`src/rtl/mips_pkg.sv`:
```
// Shared MIPS pipeline definitions: the 13-bit decoder control word,
// ALU operation encodings and forwarding-select codes.
package mips_pkg;

  // ALU operation encodings produced by the main decoder
  typedef enum logic [2:0] {
    ALU_ADD   = 3'b000,
    ALU_SUB   = 3'b001,
    ALU_RTYPE = 3'b010,
    ALU_OR    = 3'b011,
    ALU_AND   = 3'b100,
    ALU_SLT   = 3'b101
  } aluop_e;

  // Decoder word, MSB first: {Bne,ExtOp,RegWrite,RegDst,AluSrc,Branch,
  // MemWrite,MemToReg,Jump,AluOp,DEn}
  typedef struct packed {
    logic       bne;
    logic       extop;
    logic       regwrite;
    logic       regdst;
    logic       alusrc;
    logic       branch;
    logic       memwrite;
    logic       memtoreg;
    logic       jump;
    logic [2:0] aluop;
    logic       den;
  } ctl_t;

  // A bubble is the all-zero word: it writes nothing and never branches
  localparam ctl_t CTL_BUBBLE = '0;

  // Operand source selects for the EX-stage ALU inputs
  localparam logic [1:0] FWD_RF  = 2'b00;
  localparam logic [1:0] FWD_WB  = 2'b01;
  localparam logic [1:0] FWD_MEM = 2'b10;

endpackage

```
`src/rtl/fwd_unit.sv`:
```
// Forwarding unit: chooses the source of each EX-stage ALU operand.
// The MEM-stage result is younger than the WB-stage result, so it wins
// when both target the same register. Register $0 is never forwarded.
module fwd_unit
  import mips_pkg::*;
#(
  parameter int RA_W = 5
) (
  input  logic [RA_W-1:0] RsE,
  input  logic [RA_W-1:0] RtE,
  input  logic [RA_W-1:0] WriteRegM,
  input  logic [RA_W-1:0] WriteRegW,
  input  logic            RegWriteM,
  input  logic            RegWriteW,
  output logic [1:0]      ForwardAE,
  output logic [1:0]      ForwardBE
);

  // Source select for one operand register number
  function automatic logic [1:0] pick(
    input logic [RA_W-1:0] src,
    input logic [RA_W-1:0] wr_m,
    input logic [RA_W-1:0] wr_w,
    input logic            rw_m,
    input logic            rw_w
  );
    if (rw_m && (wr_m != '0) && (wr_m == src)) return FWD_MEM;
    if (rw_w && (wr_w != '0) && (wr_w == src)) return FWD_WB;
    return FWD_RF;
  endfunction

  // Independent selects for the rs and rt operands
  assign ForwardAE = pick(RsE, WriteRegM, WriteRegW, RegWriteM, RegWriteW);
  assign ForwardBE = pick(RtE, WriteRegM, WriteRegW, RegWriteM, RegWriteW);

endmodule

```
`src/rtl/pipe_ctrl.sv`:
```
// Pipeline control for the 5-stage MIPS core: carries the decoder word
// through ID/EX, EX/MEM and MEM/WB, detects load-use and control hazards,
// and drives stall, flush and forwarding selects.
// Optional feature macro: PIPE_PERF_EN adds saturating StallCnt/FlushCnt.
module pipe_ctrl
  import mips_pkg::*;
#(
  parameter int RA_W  = 5,
  parameter int AOP_W = 3,
  parameter int CNT_W = 32
) (
  input  logic              clk,
  input  logic              reset,
  input  logic [AOP_W+9:0]  CtlD,
  input  logic [RA_W-1:0]   RsD,
  input  logic [RA_W-1:0]   RtD,
  input  logic [RA_W-1:0]   RdD,
  input  logic              UsesRtD,
  input  logic              ZeroE,
  output logic [AOP_W+9:0]  CtlE,
  output logic [RA_W-1:0]   WriteRegE,
  output logic [RA_W-1:0]   WriteRegM,
  output logic [RA_W-1:0]   WriteRegW,
  output logic              RegWriteM,
  output logic              RegWriteW,
  output logic              MemWriteM,
  output logic              MemToRegM,
  output logic              MemToRegW,
  output logic              PCSrcE,
  output logic              StallF,
  output logic              StallD,
  output logic              FlushD,
  output logic [1:0]        ForwardAE,
  output logic [1:0]        ForwardBE
`ifdef PIPE_PERF_EN
  ,
  output logic [CNT_W-1:0]  StallCnt,
  output logic [CNT_W-1:0]  FlushCnt
`endif
);

  ctl_t            ctl_d;
  ctl_t            ctl_e;
  logic [RA_W-1:0] rs_e;
  logic [RA_W-1:0] rt_e;
  logic [RA_W-1:0] rd_e;
  logic            LoadUse;
  logic            FlushE;

  assign ctl_d = ctl_t'(CtlD);
  assign CtlE  = ctl_e;

  // EX-stage decode of the registered word
  assign WriteRegE = ctl_e.regdst ? rd_e : rt_e;
  assign PCSrcE    = ctl_e.branch & (ZeroE ^ ctl_e.bne);

  // Hazard detection: a load in EX feeding the instruction in ID
  assign LoadUse = ctl_e.regwrite & ctl_e.memtoreg & (WriteRegE != '0) &
                   ((WriteRegE == RsD) | (UsesRtD & (WriteRegE == RtD)));

  // A taken branch squashes the stalled instruction instead of holding it
  assign StallD = LoadUse & ~PCSrcE;
  assign StallF = StallD;
  assign FlushE = LoadUse | PCSrcE;

  // A jump held by a stall flushes IF/ID only once it leaves ID; the
  // reset term keeps every output low while reset is held
  assign FlushD = ~reset & (PCSrcE | (ctl_d.jump & ~StallD));

  // ID/EX register: loads a bubble on a load-use stall or a taken branch.
  // An X word is passed through unchanged rather than sanitised.
  // NOTE: sequential state uses non-blocking assignments so every stage
  // register samples the pre-edge values of its neighbours.
  always_ff @(posedge clk) begin
    if (reset) begin
      ctl_e <= CTL_BUBBLE;
      rs_e  <= '0;
      rt_e  <= '0;
      rd_e  <= '0;
    end else if (FlushE) begin
      ctl_e <= CTL_BUBBLE;
      rs_e  <= '0;
      rt_e  <= '0;
      rd_e  <= '0;
    end else begin
      ctl_e <= ctl_d;
      rs_e  <= RsD;
      rt_e  <= RtD;
      rd_e  <= RdD;
    end
  end

  // EX/MEM and MEM/WB registers advance every cycle; reset drops in-flight writes
  always_ff @(posedge clk) begin
    if (reset) begin
      RegWriteM <= 1'b0;
      MemWriteM <= 1'b0;
      MemToRegM <= 1'b0;
      WriteRegM <= '0;
      RegWriteW <= 1'b0;
      MemToRegW <= 1'b0;
      WriteRegW <= '0;
    end else begin
      RegWriteM <= ctl_e.regwrite;
      MemWriteM <= ctl_e.memwrite;
      MemToRegM <= ctl_e.memtoreg;
      WriteRegM <= WriteRegE;
      RegWriteW <= RegWriteM;
      MemToRegW <= MemToRegM;
      WriteRegW <= WriteRegM;
    end
  end

  // Operand forwarding selects for the EX-stage instruction
  fwd_unit #(
    .RA_W (RA_W)
  ) u_fwd (
    .RsE       (rs_e),
    .RtE       (rt_e),
    .WriteRegM (WriteRegM),
    .WriteRegW (WriteRegW),
    .RegWriteM (RegWriteM),
    .RegWriteW (RegWriteW),
    .ForwardAE (ForwardAE),
    .ForwardBE (ForwardBE)
  );

`ifdef PIPE_PERF_EN
  // Saturating counters of stalled cycles and EX-flush cycles
  always_ff @(posedge clk) begin
    if (reset) begin
      StallCnt <= '0;
      FlushCnt <= '0;
    end else begin
      if (StallD && (StallCnt != '1)) StallCnt <= StallCnt + CNT_W'(1);
      if (FlushE && (FlushCnt != '1)) FlushCnt <= FlushCnt + CNT_W'(1);
    end
  end
`endif

endmodule

```
`config.mk`:
```
export PLATFORM = sky130hd
export DESIGN_NAME = pipe_ctrl
export DESIGN_NICKNAME = d
export VERILOG_FILES = /design/src/rtl/mips_pkg.sv /design/src/rtl/fwd_unit.sv /design/src/rtl/pipe_ctrl.sv
export SDC_FILE = /design/constraint.sdc
export NUM_CORES = 1
export LEC_CHECK = 0
export CELL_PAD_IN_SITES_DETAIL_PLACEMENT = 0
export CELL_PAD_IN_SITES_GLOBAL_PLACEMENT = 1
export CORE_MARGIN = 2
export CORE_UTILIZATION = 28
export DETAILED_ROUTE_END_ITERATION = 8
export PLACE_DENSITY_LB_ADDON = 0.25
export SYNTH_ARGS = -nofsm -noshare
export SYNTH_HDL_FRONTEND = slang
export SYNTH_SLANG_ARGS = --single-unit
```
`constraint.sdc`:
```
create_clock -name clk -period 2.18 [get_ports clk]
set_input_delay 0.436 -clock clk [delete_from_list [all_inputs] [get_ports clk]]
set_output_delay 0.436 -clock clk [all_outputs]
set_load 0.005 [all_outputs]
```
# Word-level counts from Yosys, hierarchy flattened
# Cells that the tools add are included.
# Widths: inputs -> output; s select.
dict set report word_totals {
  reg_bits 43
  in_bits 32
  output_inout_bits 41
  wordCells 67
}
dict set report classes {
  eq_ne 6
  n_mux 15
  bitwise 15
  n_reduce_logical 10
}
# operator n
set op_table {}
lappend op_table {{$eq 5x5->1} 6}
lappend op_table {{$mux 2} 8}
lappend op_table {{$reduce_bool 5->1} 3}
lappend op_table {{$and 1x1->1} 8}
lappend op_table {{$logic_and 1x1->1} 6}
lappend op_table {{$mux 1} 6}
lappend op_table {{$mux 5} 1}
lappend op_table {{$not 1->1} 3}
lappend op_table {{$or 1x1->1} 3}
lappend op_table {{$reduce_or 2->1} 1}
lappend op_table {{$xor 1x1->1} 1}

# Longest topological paths before layout
dict set report depth {
  word_depth 10
  mapped_depth 9
  mapped_depth_nobuf 6
}

# By module
# A second synthesis with hierarchy kept.
dict set report unflattened {
  cells_unflattened 166
  hier_area_um2 1765.4
}
# mod instances cells_each area_per_inst_um2 seq_area_each_um2
set by_module_without_submodules {}
lappend by_module_without_submodules {pipe_ctrl 1 132 1495.2 860.8}
lappend by_module_without_submodules {fwd_unit 1 34 270.3 0.0}

# Least setup slack after synthesis
# OpenSTA, ideal clock, no wires.
dict set report synth_path {
  path_type {reg-to-output}
  start {register ctl_e, in the netlist CtlE[9]}
  end {output StallF}
  t_arrival_ps 1835
  t_required_ps 1744
  path_slack_ps -91
  stages_incl_launch_ff 10
  path_buffers 3
  cell_sequence {dfxtp_1 buf_6 mux2i_2 xnor2_1 nor4_1 nand3_1 a21oi_2 buf_4 and2_1 buf_4}
}
dict set report synth_via {
  elab_chain_cells 6
  word_cells_on_any_way 9
  cone_classes {eq/ne: 2; mux: 1; bitwise: 5; reduce/logical: 1}
}
# item line_no
set synth_rtl {}
lappend synth_rtl {{start: declaration} pipe_ctrl.sv:43} ;# ctl_t ctl_e;
lappend synth_rtl {{start signal: assignment} pipe_ctrl.sv:86} ;# ctl_e <= ctl_d;
lappend synth_rtl {{$mux 5 (*)} pipe_ctrl.sv:54} ;# assign WriteRegE = ctl_e.regdst ? rd_e : rt_e;
lappend synth_rtl {{$eq 5x5->1} pipe_ctrl.sv:59} ;# ((WriteRegE == RsD) | (UsesRtD & (WriteRegE == RtD)));
lappend synth_rtl {{$and 1x1->1} pipe_ctrl.sv:59}
lappend synth_rtl {{$or 1x1->1} pipe_ctrl.sv:59}
lappend synth_rtl {{$and 1x1->1 (*)} pipe_ctrl.sv:58} ;# assign LoadUse = ctl_e.regwrite & ctl_e.memtoreg & (WriteRegE != '0) &
lappend synth_rtl {{$and 1x1->1 (*)} pipe_ctrl.sv:62} ;# assign StallD = LoadUse & ~PCSrcE;
lappend synth_rtl {{end: declaration} pipe_ctrl.sv:30} ;# output logic StallF,
# Every way passes the cells marked *; elsewhere a longest branch is shown, timed or not.

# Worst setup path in the final report
# Same ends and word-level chain as after synthesis.

==> results.yml <==
setup_path:
  cp_max_fo: 5
  crit_arrival_ps: 2150
  worstPathRequired_ps: 1740
  criticalPathCategory: "reg -> out"
  crit_start: "CtlE[9]"
  reg2reg_from: "CtlE[9]"
  endpoint_kind: "output pin"
  startpoint_type: "flop"
sta:
  clock-skew-final_ps: 7.50
  slew_violations: 0
  worstMarginPinSlew_ps: 623
  min_period_over_period_pct: 119
  min_period_ps: 2590
  hold_viol: 0
  setup_ws_ps: -406
  slew_headroom_pct: 58.5
  finalSetupViolCount: 6
  clock.fmax_ghz: 0.387
  rsz0062_at_grt: "yes"
min_path:
  min_from: "MemToRegM"
  hold_class: "reg -> reg"
finish:
  drive_gt1_share_pct: 44.6
  fillers: 525
  fin_area_um2: 3390
  regArea_um2: 873
  area_delta_synth_final_pct: 93.6
  multiInputGateArea_um2: 1100
  fin_util_pct: 56.6
  n_antenna_cell: 0
  nNetsFinal: 318
placement:
  io_buffers: 72
  placed_area_um2: 2790
  dp_slack_ps: -590
  hpwl_mm: 3.63
  gp_congestion: 0.760
pwr:
  finalPower_mw: 1.81
  p_per_area_nw_per_um2: 532
  power_leakage_nw: 1.42
  ir_worst_vdd_uv: 389
synth:
  synth_cell_type_count: 23
  syn-instance-count: 164
  syn_nets: 196
  ys_ff_latch: 43
  yosysTopAreaCell: "dfxtp_1"
  syn_area_um2: 1750
  synth.avg_cell_area_um2: 10.7
  synth_area_leaders: "dfxtp_1, nor4b_1, xor2_1"
  synth.yosys.seq_area_share_pct: 49.1
  yosys_warnings: 0
  synth_top_cell_area_share_pct: 49.1
route:
  via_count: 1662
  wl_mm: 5.67
  drtIter0Drc: 49
  dr.pass1.iters: 4
  detail-route-antenna-nets: 0
  drc: 0
  routed_via_density: 4.59
  wl_per_cell_um: 15.7
floorplanning:
  start_util_pct: 29.3
  core_um2: 5990
  die_width_um: 83.1
  rows: 28
  io_pins: 73
  dieArea_um2: 6910
  die_h_um: 83.1
global_routing:
  grt_pass1_vias: 1752
  grt_max_degree: 44
  gr-total-overflow: 0
  grt_usage_pct: 15.9
  grt_pass1_wl_mm: 8.71
  antenna_found_initial: 0
cts:
  root_buffer: "clkbuf_8"
  clkSinkCount: 43
  htreeDepth: 2
  clk_latency_ps: 300
  numCtsBuffers: 5
  cts_tree: "yes"
  clkTransAtPathRegs_ps: 80
  ctsLongestPathBuffers: 2
outcome:
  outcome: "finished, violations left"
  violations: "setup timing"
job:
  drv_cap: 0
final cells by class:
cell class              count  area share [%]
repair buffers            128            35.8
multi-input cells         102            32.5
flip-flops and latches     43            25.7
well taps                  75            2.77
clock buffers               5            2.03
inverters                   6           0.664
clock inverters             3           0.442
stage by stage:
stage | setup TNS, ps | std cells | hold slack [ps]
after CTS | -1550 | 354 | 465
after global placement | -3790 | 330 | 452
after floorplan | -4.53 | 164 | 462
after global routing | -2010 | 362 | 478
final | -1340 | 362 | 462
after detailed placement | -4210 | 330 | 453
sequential cells by signal, indices dropped and copies added, names as in the netlist, 5 cells and up:
| register | count |
|---|---|
| WriteRegM | 5 |
| rt_e | 5 |
| rd_e | 5 |
| rs_e | 5 |
| WriteRegW | 5 |
| CtlE | 13 |
cells in the final DEF (no fill, tap or decap), types with 2 or more instances in the layout:
cell,n
buf_4,40
nor4b_2,26
clkbuf_8,5
inv_1,4
dfxtp_2,10
buf_2,3
nor4_2,2
xor2_1,18
or4_4,3
xnor2_1,12
buf_6,17
nor2b_1,10
nor2_1,6
mux2i_4,4
dfxtp_1,33
buf_12,2
inv_2,2
nand3_1,4
dlygate4sd2_1,3
clkinv_2,3
nor4_1,2
clkdlybuf4s50_1,60
cell families (layout without fill, tap and decap cells):
| family | count (synthesis) | in the layout | synth area share, % |
|---|---|---|---|
| AND/OR/NAND/NOR | 61 | 61 | 24.6 |
| flip-flops | 43 | 43 | 49.1 |
| XOR/XNOR | 31 | 31 | 15.5 |
| buffers and inverters | 19 | 142 | 5.07 |
| AO/OA/AOI/OAI | 5 | 5 | 2.00 |
| multiplexers | 5 | 5 | 3.71 |
Yosys cell counts (all sizes together):
library cell  count
and2              1
or4               4
buf               5
nor3              1
xnor2            13
nor4b            28
o21ai             2
nor2              6
inv               6
o311ai            1
nand2             1
nor4              5
clkbuf            8
nor2b            10
nand3             5
xor2             18
a21oi             1
a211oi            1
dfxtp            43
mux2i             5
per-layer routing:
| metal | vias to the layer above | part of all wire (%) | GRT usage (%) | wire length (µm) |
|---|---|---|---|---|
| met1 | 793 | 42 | 18.9 | 2390 |
| met3 | 6 | 4.6 | 4.17 | 262 |
| met2 | 48 | 52 | 28.2 | 2970 |
| met4 | 0 | 0.93 | 4.02 | 53 |
| met5 | - | 0 | 0 | 0 |
| li1 | 815 | - | - | - |
critical path: stages (launching register included):
cell and delay [ps]:
dfxtp_2 350, buf_12 140, mux2i_4 290, buf_4 160
xnor2_1 60, nor3_1 180, nand3_1 110, a21oi_2 180
buf_4 140, and2_4 140, buf_6 90
power by group:
group / switching (mW) / leakage (nW) / internal (mW)
Combinational: 0.167 / 1.01 / 0.281
Clock: 0.277 / 0.0477 / 0.219
Sequential: 0.0302 / 0.359 / 0.831
Total: 0.475 / 1.42 / 1.33
timing repair:
item | 4_1_cts | 5_1_grt
pin swaps | 13 | 11
cloned | 0 | 2
hold endpoints to repair | 0 | 0
resized for setup | 56 | 50
hold buffers | 0 | 0
setup endpoints to repair | 10 | 36
buffers inserted | 16 | 6
worst paths after layout:
kind	endpoint	slack, ps	cells past startpoint
setup / recovery	StallF	-410	10
hold / removal	MemToRegW	460	1
setup reg to reg	rs_e[4]	40	11
hold reg to reg	MemToRegW	460	1
Note: power is estimated with default switching activity, not from simulation.
